===== src/rtl/channel_capture_ctrl.sv =====
// Capture controller for the logic-analyzer sample RAMs: circular write pointer,
// guaranteed pre-trigger window, programmable post-trigger count and oldest-first readout.
module channel_capture_ctrl #(
  parameter int ENTRIES = 384,
  parameter int LOG2    = 9,
  parameter int NCH     = 5
) (
  input  logic            clk,
  input  logic            rst_n,
  input  logic            run,
  input  logic            stop,
  input  logic            auto,
  input  logic            wrt_smpl,
  input  logic            triggered,
  input  logic [LOG2-1:0] trig_pos,
  input  logic [NCH-1:0]  ch_en,
  input  logic            start_rd,
  input  logic            rd_en,
  output logic [NCH-1:0]  we,
  output logic [LOG2-1:0] waddr,
  output logic [LOG2-1:0] raddr,
  output logic [LOG2-1:0] trig_addr,
  output logic            armed,
  output logic            capture_done,
  output logic            read_done
);

  typedef enum logic [2:0] {
    IDLE,
    PRETRIG,
    ARMED,
    POST,
    DONE,
    DUMP
  } state_t;

  localparam logic [LOG2:0]   ENT       = (LOG2+1)'(ENTRIES);
  localparam logic [LOG2:0]   CNT_ONE   = (LOG2+1)'(1);
  localparam logic [LOG2-1:0] LAST_ADDR = LOG2'(ENTRIES - 1);

  state_t          state_q, state_d;
  logic [LOG2-1:0] waddr_q, waddr_d;
  logic [LOG2-1:0] raddr_q, raddr_d;
  logic [LOG2-1:0] trig_addr_q, trig_addr_d;
  logic [LOG2:0]   pre_cnt_q, pre_cnt_d;
  logic [LOG2:0]   post_cnt_q, post_cnt_d;
  logic [LOG2:0]   rd_cnt_q, rd_cnt_d;
  logic [LOG2:0]   p_q, p_d;
  logic            read_done_q, read_done_d;

  logic [LOG2:0]   p_req;
  logic [LOG2:0]   pre_inc;
  logic [LOG2:0]   post_inc;
  logic [LOG2:0]   rd_inc;

  function automatic logic [LOG2-1:0] wrap_inc(input logic [LOG2-1:0] a);
    return (a == LAST_ADDR) ? '0 : a + LOG2'(1);
  endfunction

  // Requested post-trigger count, forced into the legal range 1..ENTRIES.
  always_comb begin
    if (trig_pos == '0) begin
      p_req = CNT_ONE;
    end else if ({1'b0, trig_pos} >= ENT) begin
      p_req = ENT;
    end else begin
      p_req = {1'b0, trig_pos};
    end
  end

  assign pre_inc  = pre_cnt_q + CNT_ONE;
  assign post_inc = post_cnt_q + CNT_ONE;
  assign rd_inc   = rd_cnt_q + CNT_ONE;

  always_comb begin
    state_d     = state_q;
    waddr_d     = waddr_q;
    raddr_d     = raddr_q;
    trig_addr_d = trig_addr_q;
    pre_cnt_d   = pre_cnt_q;
    post_cnt_d  = post_cnt_q;
    rd_cnt_d    = rd_cnt_q;
    p_d         = p_q;
    read_done_d = 1'b0;
    we          = '0;

    if (stop) begin
      state_d = IDLE;
    end else begin
      case (state_q)
        IDLE: begin
          if (run) begin
            p_d        = p_req;
            pre_cnt_d  = '0;
            post_cnt_d = '0;
            waddr_d    = '0;
            state_d    = (p_req == ENT) ? ARMED : PRETRIG;
          end
        end

        PRETRIG: begin
          if (wrt_smpl) begin
            we        = ch_en;
            waddr_d   = wrap_inc(waddr_q);
            pre_cnt_d = pre_inc;
            if (pre_inc == ENT - p_q) begin
              state_d = ARMED;
            end
          end
        end

        ARMED: begin
          if (wrt_smpl) begin
            we      = ch_en;
            waddr_d = wrap_inc(waddr_q);
            if (triggered) begin
              trig_addr_d = waddr_q;
              post_cnt_d  = CNT_ONE;
              state_d     = (p_q == CNT_ONE) ? DONE : POST;
            end
          end
        end

        POST: begin
          if (wrt_smpl) begin
            we         = ch_en;
            waddr_d    = wrap_inc(waddr_q);
            post_cnt_d = post_inc;
            if (post_inc == p_q) begin
              state_d = DONE;
            end
          end
        end

        DONE: begin
          // The next write slot holds the oldest sample of the circular buffer.
          if (start_rd) begin
            raddr_d  = waddr_q;
            rd_cnt_d = '0;
            state_d  = DUMP;
          end
        end

        DUMP: begin
          if (rd_en) begin
            raddr_d  = wrap_inc(raddr_q);
            rd_cnt_d = rd_inc;
            if (rd_inc == ENT) begin
              read_done_d = 1'b1;
              if (auto && run) begin
                pre_cnt_d  = '0;
                post_cnt_d = '0;
                waddr_d    = '0;
                state_d    = (p_q == ENT) ? ARMED : PRETRIG;
              end else begin
                state_d = IDLE;
              end
            end
          end
        end

        default: state_d = IDLE;
      endcase
    end
  end

  always_ff @(posedge clk or negedge rst_n) begin
    if (!rst_n) begin
      state_q     <= IDLE;
      waddr_q     <= '0;
      raddr_q     <= '0;
      trig_addr_q <= '0;
      pre_cnt_q   <= '0;
      post_cnt_q  <= '0;
      rd_cnt_q    <= '0;
      p_q         <= CNT_ONE;
      read_done_q <= 1'b0;
    end else begin
      state_q     <= state_d;
      waddr_q     <= waddr_d;
      raddr_q     <= raddr_d;
      trig_addr_q <= trig_addr_d;
      pre_cnt_q   <= pre_cnt_d;
      post_cnt_q  <= post_cnt_d;
      rd_cnt_q    <= rd_cnt_d;
      p_q         <= p_d;
      read_done_q <= read_done_d;
    end
  end

  assign waddr        = waddr_q;
  assign raddr        = raddr_q;
  assign trig_addr    = trig_addr_q;
  assign armed        = (state_q == ARMED);
  assign capture_done = (state_q == DONE) || (state_q == DUMP);
  assign read_done    = read_done_q;

endmodule


===== config.mk =====
export PLATFORM = sky130hd
export DESIGN_NAME = channel_capture_ctrl
export DESIGN_NICKNAME = d
export VERILOG_FILES = /design/src/rtl/channel_capture_ctrl.sv
export SDC_FILE = /design/constraint.sdc
export NUM_CORES = 1
export LEC_CHECK = 0
export BUFFER_PORTS_ARGS = -buffer_cell sky130_fd_sc_hd__buf_2
export CAP_MARGIN = 20
export CORE_ASPECT_RATIO = 1.75
export CORE_MARGIN = 5
export CORE_UTILIZATION = 60
export CTS_CLUSTER_SIZE = 8
export DETAILED_ROUTE_END_ITERATION = 10
export PLACE_DENSITY = 0.87
export SLEW_MARGIN = 20
export SYNTH_ARGS = -nofsm -noshare
export SYNTH_HDL_FRONTEND = slang
export SYNTH_SLANG_ARGS = --single-unit

===== constraint.sdc =====
create_clock -name clk -period 4.3 [get_ports clk]
set_clock_uncertainty 0.1 [all_clocks]
set_input_delay 0.645 -clock clk [delete_from_list [all_inputs] [get_ports clk]]
set_output_delay 0.645 -clock clk [all_outputs]
set_load 0.005 [all_outputs]

======== After elaboration in Yosys (flattened, before gate mapping) ========
Cells that the tools add are included.
Widths: inputs -> output; s select.
storage, ports and cells
  input bits .............................. 23
  RAM bits ................................ 0
  memory bits (read-only) ................. 0
  word-level logic and storage cells ...... 115
  latch bits .............................. 0
  output and inout bits ................... 35
  memories kept ........................... 0
  bits in registers ....................... 71
cells by class
  magnitude comparators ................... 1
  mux-type cells .......................... 49
  add/sub/neg operators ................... 6
  bitwise operators ....................... 1
  shifts and indexed selects .............. 0
  reduce and logical (&&, ||, !) cells .... 16
  multiply operators ...................... 0
  equal/unequal tests ..................... 33
  divide/modulo/power cells ............... 0
operators with widths
  kind                   number
  $mux 10                11
  $mux 9                 10
  $pmux 10 s4            1
  $mux 3                 12
  $add 10x1->10 const B  3
  $eq 10x9->1 const B    3
  $ne 3x3->1 const B     10
  $pmux 10 s3            1
  $pmux 9 s3             1
  $eq 10x10->1           2
  $pmux 10 s2            1
  $add 9x1->9 const B    2
  $eq 9x9->1 const B     2
  $ne 2x2->1 const B     9
  $pmux 3 s6             1
  $pmux 9 s2             1
  $mux 5                 3
  $reduce_and 7->1       2
  $eq 10x1->1 const B    1
  $reduce_and 10->1      1
  $sub 9x10->10 const A  1
  $ge 9x9->1 const B     1
  $logic_not 9->1        1
  $reduce_and 9->1       1
  other kinds (16)       25

======== Depth between registers and ports, before layout ========
  depth after elaboration ................. 8
  depth in mapped cells ................... 9
  depth with buffers taken out ............ 9

======== Worst setup path after synthesis ========
OpenSTA, ideal clock, no wires.
  kind .................................... input port to flip-flop
  start point ............................. input run
  end point ............................... register post_cnt_q[5]
  setup slack ............................. 1.860 ns
  stages .................................. 8
  buffers on the path ..................... 1
  library setup time ...................... 0.135 ns
  required time ........................... 4.065 ns
  data arrival time ....................... 2.206 ns
  path through ............................ or3b_1 a21oi_1 a21oi_1 a211o_1 or3_4 buf_6 o21ai_1 o31ai_1
between the ends
  cells in the longest elaborated chain, start to end .. 3
  elaborated cells on any way between the ends .. 4
  classes of those cells .................. 2 x eq/ne; 2 x reduce/logical
RTL lines
  item                                   line  source
  from (decl)                            10    input logic run,
  $logic_and 1x1->1                      150   if (auto && run) begin
  $ne 2x2->1 (no source line)            -
  $reduce_and 9->1 (no source line) (*)  -
  to (signal assigned)                   184   post_cnt_q <= post_cnt_d;
  to (decl)                              46    logic [LOG2:0] post_cnt_q, post_cnt_d;
Every way passes the cells marked *; elsewhere a longest branch is shown, timed or not.
A chain may end at the register's enable or synchronous reset.

======== Worst setup path after layout ========
  start point ............................. register state_q[0]
  end point ............................... output we[2]
between the ends
  cells in the longest elaborated chain, start to end .. 4
  elaborated cells on any way between the ends .. 6
  classes of those cells .................. 3 x eq/ne; 2 x mux; 1 x reduce/logical
RTL lines
  item                                      line  source
  from (decl)                               41    state_t state_q, state_d;
  from (signal assigned)                    179   state_q <= state_d;
  $eq 3x2->1 or $eq 3x1->1 (tied branches)  90    case (state_q)
  $reduce_or 3->1 (no source line) (*)      -
  $mux 5 (*)                                -
  $mux 5 (*)                                87    if (stop) begin
  to (decl)                                 19    output logic [NCH-1:0] we,
Marked as above.

==> results.sh <==
export IMPL_status="complete, no violations"
export IMPL_busiest_layer="met2"
export IMPL_syn_to_final_growth_pct=12.8
export IMPL_rows=42
export IMPL_met2_usage_pct=47.2
export IMPL_async_flop_share_pct=100
export IMPL_drc_errors=0
export IMPL_postSynthNetCount=562
export IMPL_grt_pass1_wl_um=20800
export IMPL_place_inst=649
export IMPL_worst_pin_slew_ns=0.969
export IMPL_fin_nets=602
export IMPL_post_cts_resized=0
export IMPL_synth_yosys_seq_area_share_pct=38.8
export IMPL_portBuffers=57
export IMPL_grt_usage_pct=28.1
export IMPL_power_density_mw_per_mm2=504
export IMPL_critPathLaunch="state_q[0]"
export IMPL_gp_congestion=0.921
export IMPL_path_cells="nor2_1 -> or2_2 -> nor3b_1 -> and2_1 -> buf_2"
export IMPL_clockBufferDepth=2
export IMPL_ys_flop_type="dfrtp_1"
export IMPL_startpoint_type="flop"
export IMPL_finalWorstSetupSlack_ns=1.11
export IMPL_gr_usage_met3_pct=5.74
export IMPL_maxSlewViolCount=0
export IMPL_routed_wl_um=12400
export IMPL_final_setup_tns_ns=0
export IMPL_synth_largest_area_cell="dfrtp_1"
export IMPL_vdd_drop_max_v=0.000358
export IMPL_maxCapViolCount=0
export IMPL_clk_latency_ns=0.34
export IMPL_cts_hold_buf=0
export IMPL_worstSetupPathType="reg -> out"
export IMPL_min_period_over_period_pct=74.3
export IMPL_start_util_pct=60.6
export IMPL_drtAntennaViolNets=0
export IMPL_path_max_fanout=17
export IMPL_yosysTopAreaCellShare_pct=38.2
export IMPL_avgSynthCellArea_um2=8.50
export IMPL_synth_most_common_cell="dfrtp_1"
export IMPL_die_h_um=125
export IMPL_setup_violations=0
export IMPL_crit_family="simple AND/OR/NAND/NOR gates"
export IMPL_syn_inst=532
export IMPL_fin_util_pct=68.4
export IMPL_grt_pass1_vias=4508
export IMPL_antenna_found_initial=0
export IMPL_cts_made_buffers=9
export IMPL_dr_pass1_iters=6
export IMPL_critPathSlowestCell="dfrtp_1"
export IMPL_via_per_inst=6.57
export IMPL_crit_buf_inv=1
export IMPL_cts_setup_buffers=0
export IMPL_rsz0062_at_grt="no"
export IMPL_dieArea_mm2=0.00944
export IMPL_holdCritPathClass="in -> async"
export IMPL_pre_cts_slack_ns=1.41
export IMPL_synth_common_cells="dfrtp_1, o21ai_0, nand2_1"
export IMPL_ys_warn_count=0
export IMPL_initialDrtViolationCount=378
export IMPL_slew_headroom_pct=34.9
export IMPL_cpPeakStageDelay_ns=0.67
export IMPL_drive_above_1_share_pct=16.1
export IMPL_fin_cells=665
export IMPL_boundaryPins=58
export IMPL_path_clk_slew_ns=0.06
export IMPL_hpwl_um=8690
export IMPL_cts_sinks=70
export IMPL_cts_tree="done"
export IMPL_grt_ovfl_total=0
export IMPL_max_freq_mhz=313
export IMPL_syn_area_mm2=0.00452
export IMPL_htree_levels=3
export IMPL_antenna_cells=0
export IMPL_cp_end_kind="output pin"
export IMPL_reg2reg_from="rd_cnt_q[0]"
export IMPL_period_needed_ns=3.19
export IMPL_wl_per_cell_um=18.6
export IMPL_hold_viol_final=0
export IMPL_fp_dieW_um=75.6
export IMPL_vias=4368
export IMPL_p_leak_uw=0.00232
export IMPL_ys_ff_latch=70
export IMPL_required_ns=3.56
export IMPL_grt_util_met1_pct=31.8
export IMPL_grt_max_degree=71
export IMPL_ys_types=63
export IMPL_core_area_mm2=0.00746
export IMPL_synth_area_leaders="dfrtp_1, o21ai_0, nand2_1, xnor2_1, nand3_1"
export IMPL_synth_edf_count=0
export IMPL_cts_root_buf="clkbuf_16"
export IMPL_crit_arrival_ns=2.45
-- final timing paths --
check	endpoint	cells after the start	slack [ns]
worst max-delay path	we[2]	5	1.11
worst min-delay path	post_cnt_q[5]	2	0.39
worst max register to register	post_cnt_q[2]	8	1.29
worst min register to register	trig_addr[3]	1	0.40
max in group asynchronous	trig_addr[3]	2	3.08
min in group clk	trig_addr[3]	1	0.40
-- flip-flops by register name, indices dropped and copies added, names as in the netlist --
name,flops
state_q,3
pre_cnt_q,10
raddr,9
waddr,9
p_q,9
read_done,1
post_cnt_q,10
trig_addr,9
rd_cnt_q,10
-- stage by stage --
step	power [µW]	hold WS, ns	instance area [µm²]
6_report	2570	0.387	5100
5_1_grt	2720	0.410	5100
4_1_cts	2560	0.402	5100
3_5_place_dp	1800	0.390	4800
3_3_place_gp	1760	0.384	4800
2_1_floorplan	1570	0.249	4520
-- cell usage in the layout (no fill, tap or decap), drive strengths merged, types with 3 or more instances in the layout --
cell     instances
nor4            10
inv             13
a221oi           3
dfrtp           69
nand2           54
clkbuf          12
nor3b            4
a31oi            8
xor2             9
nor3             9
nand4            7
mux2i            3
or3              7
nor2            43
buf             58
and4             8
nand2b           7
mux2             9
nor2b            4
o2111ai          3
clkinv           3
and3            13
a21oi           17
and2            11
ha               7
o31ai           18
o211ai           3
o311ai           3
xnor2           23
a211oi           4
o41ai            4
nand3           35
o21ai           66
-- per-layer routing --
layer	wire length [µm]	vias up
met2	6480	199
met3	721	45
met4	519	0
met1	4640	2087
li1	-	2037
met5	0	-
-- area by class of cell --
type	count	area, µm²
timing repair buffer	58	293
sequential	70	1750
multi-input combinational	420	2600
inverter	13	48.8
clock buffer	12	256
clock inverter	4	45.0
fill	588	2360
tap	88	110
-- cells by family after synthesis --
group | count (synthesis) | share of synthesized area, %
and+or+nand+nor | 219 | 25.2
buffers and inverters | 42 | 3.84
adders and majority gates | 7 | 1.94
muxes | 12 | 2.90
xor gates and xnor gates | 32 | 6.20
DFF | 70 | 38.8
AOI/OAI and AO/OA | 150 | 21.2
-- power by group --
part           switching (µW)  leakage, µW  internal (µW)
clock network             281     0.000152            478
logic                     520      0.00121            373
registers                 173     0.000959            745
Note: power is estimated with default switching activity, not from simulation.
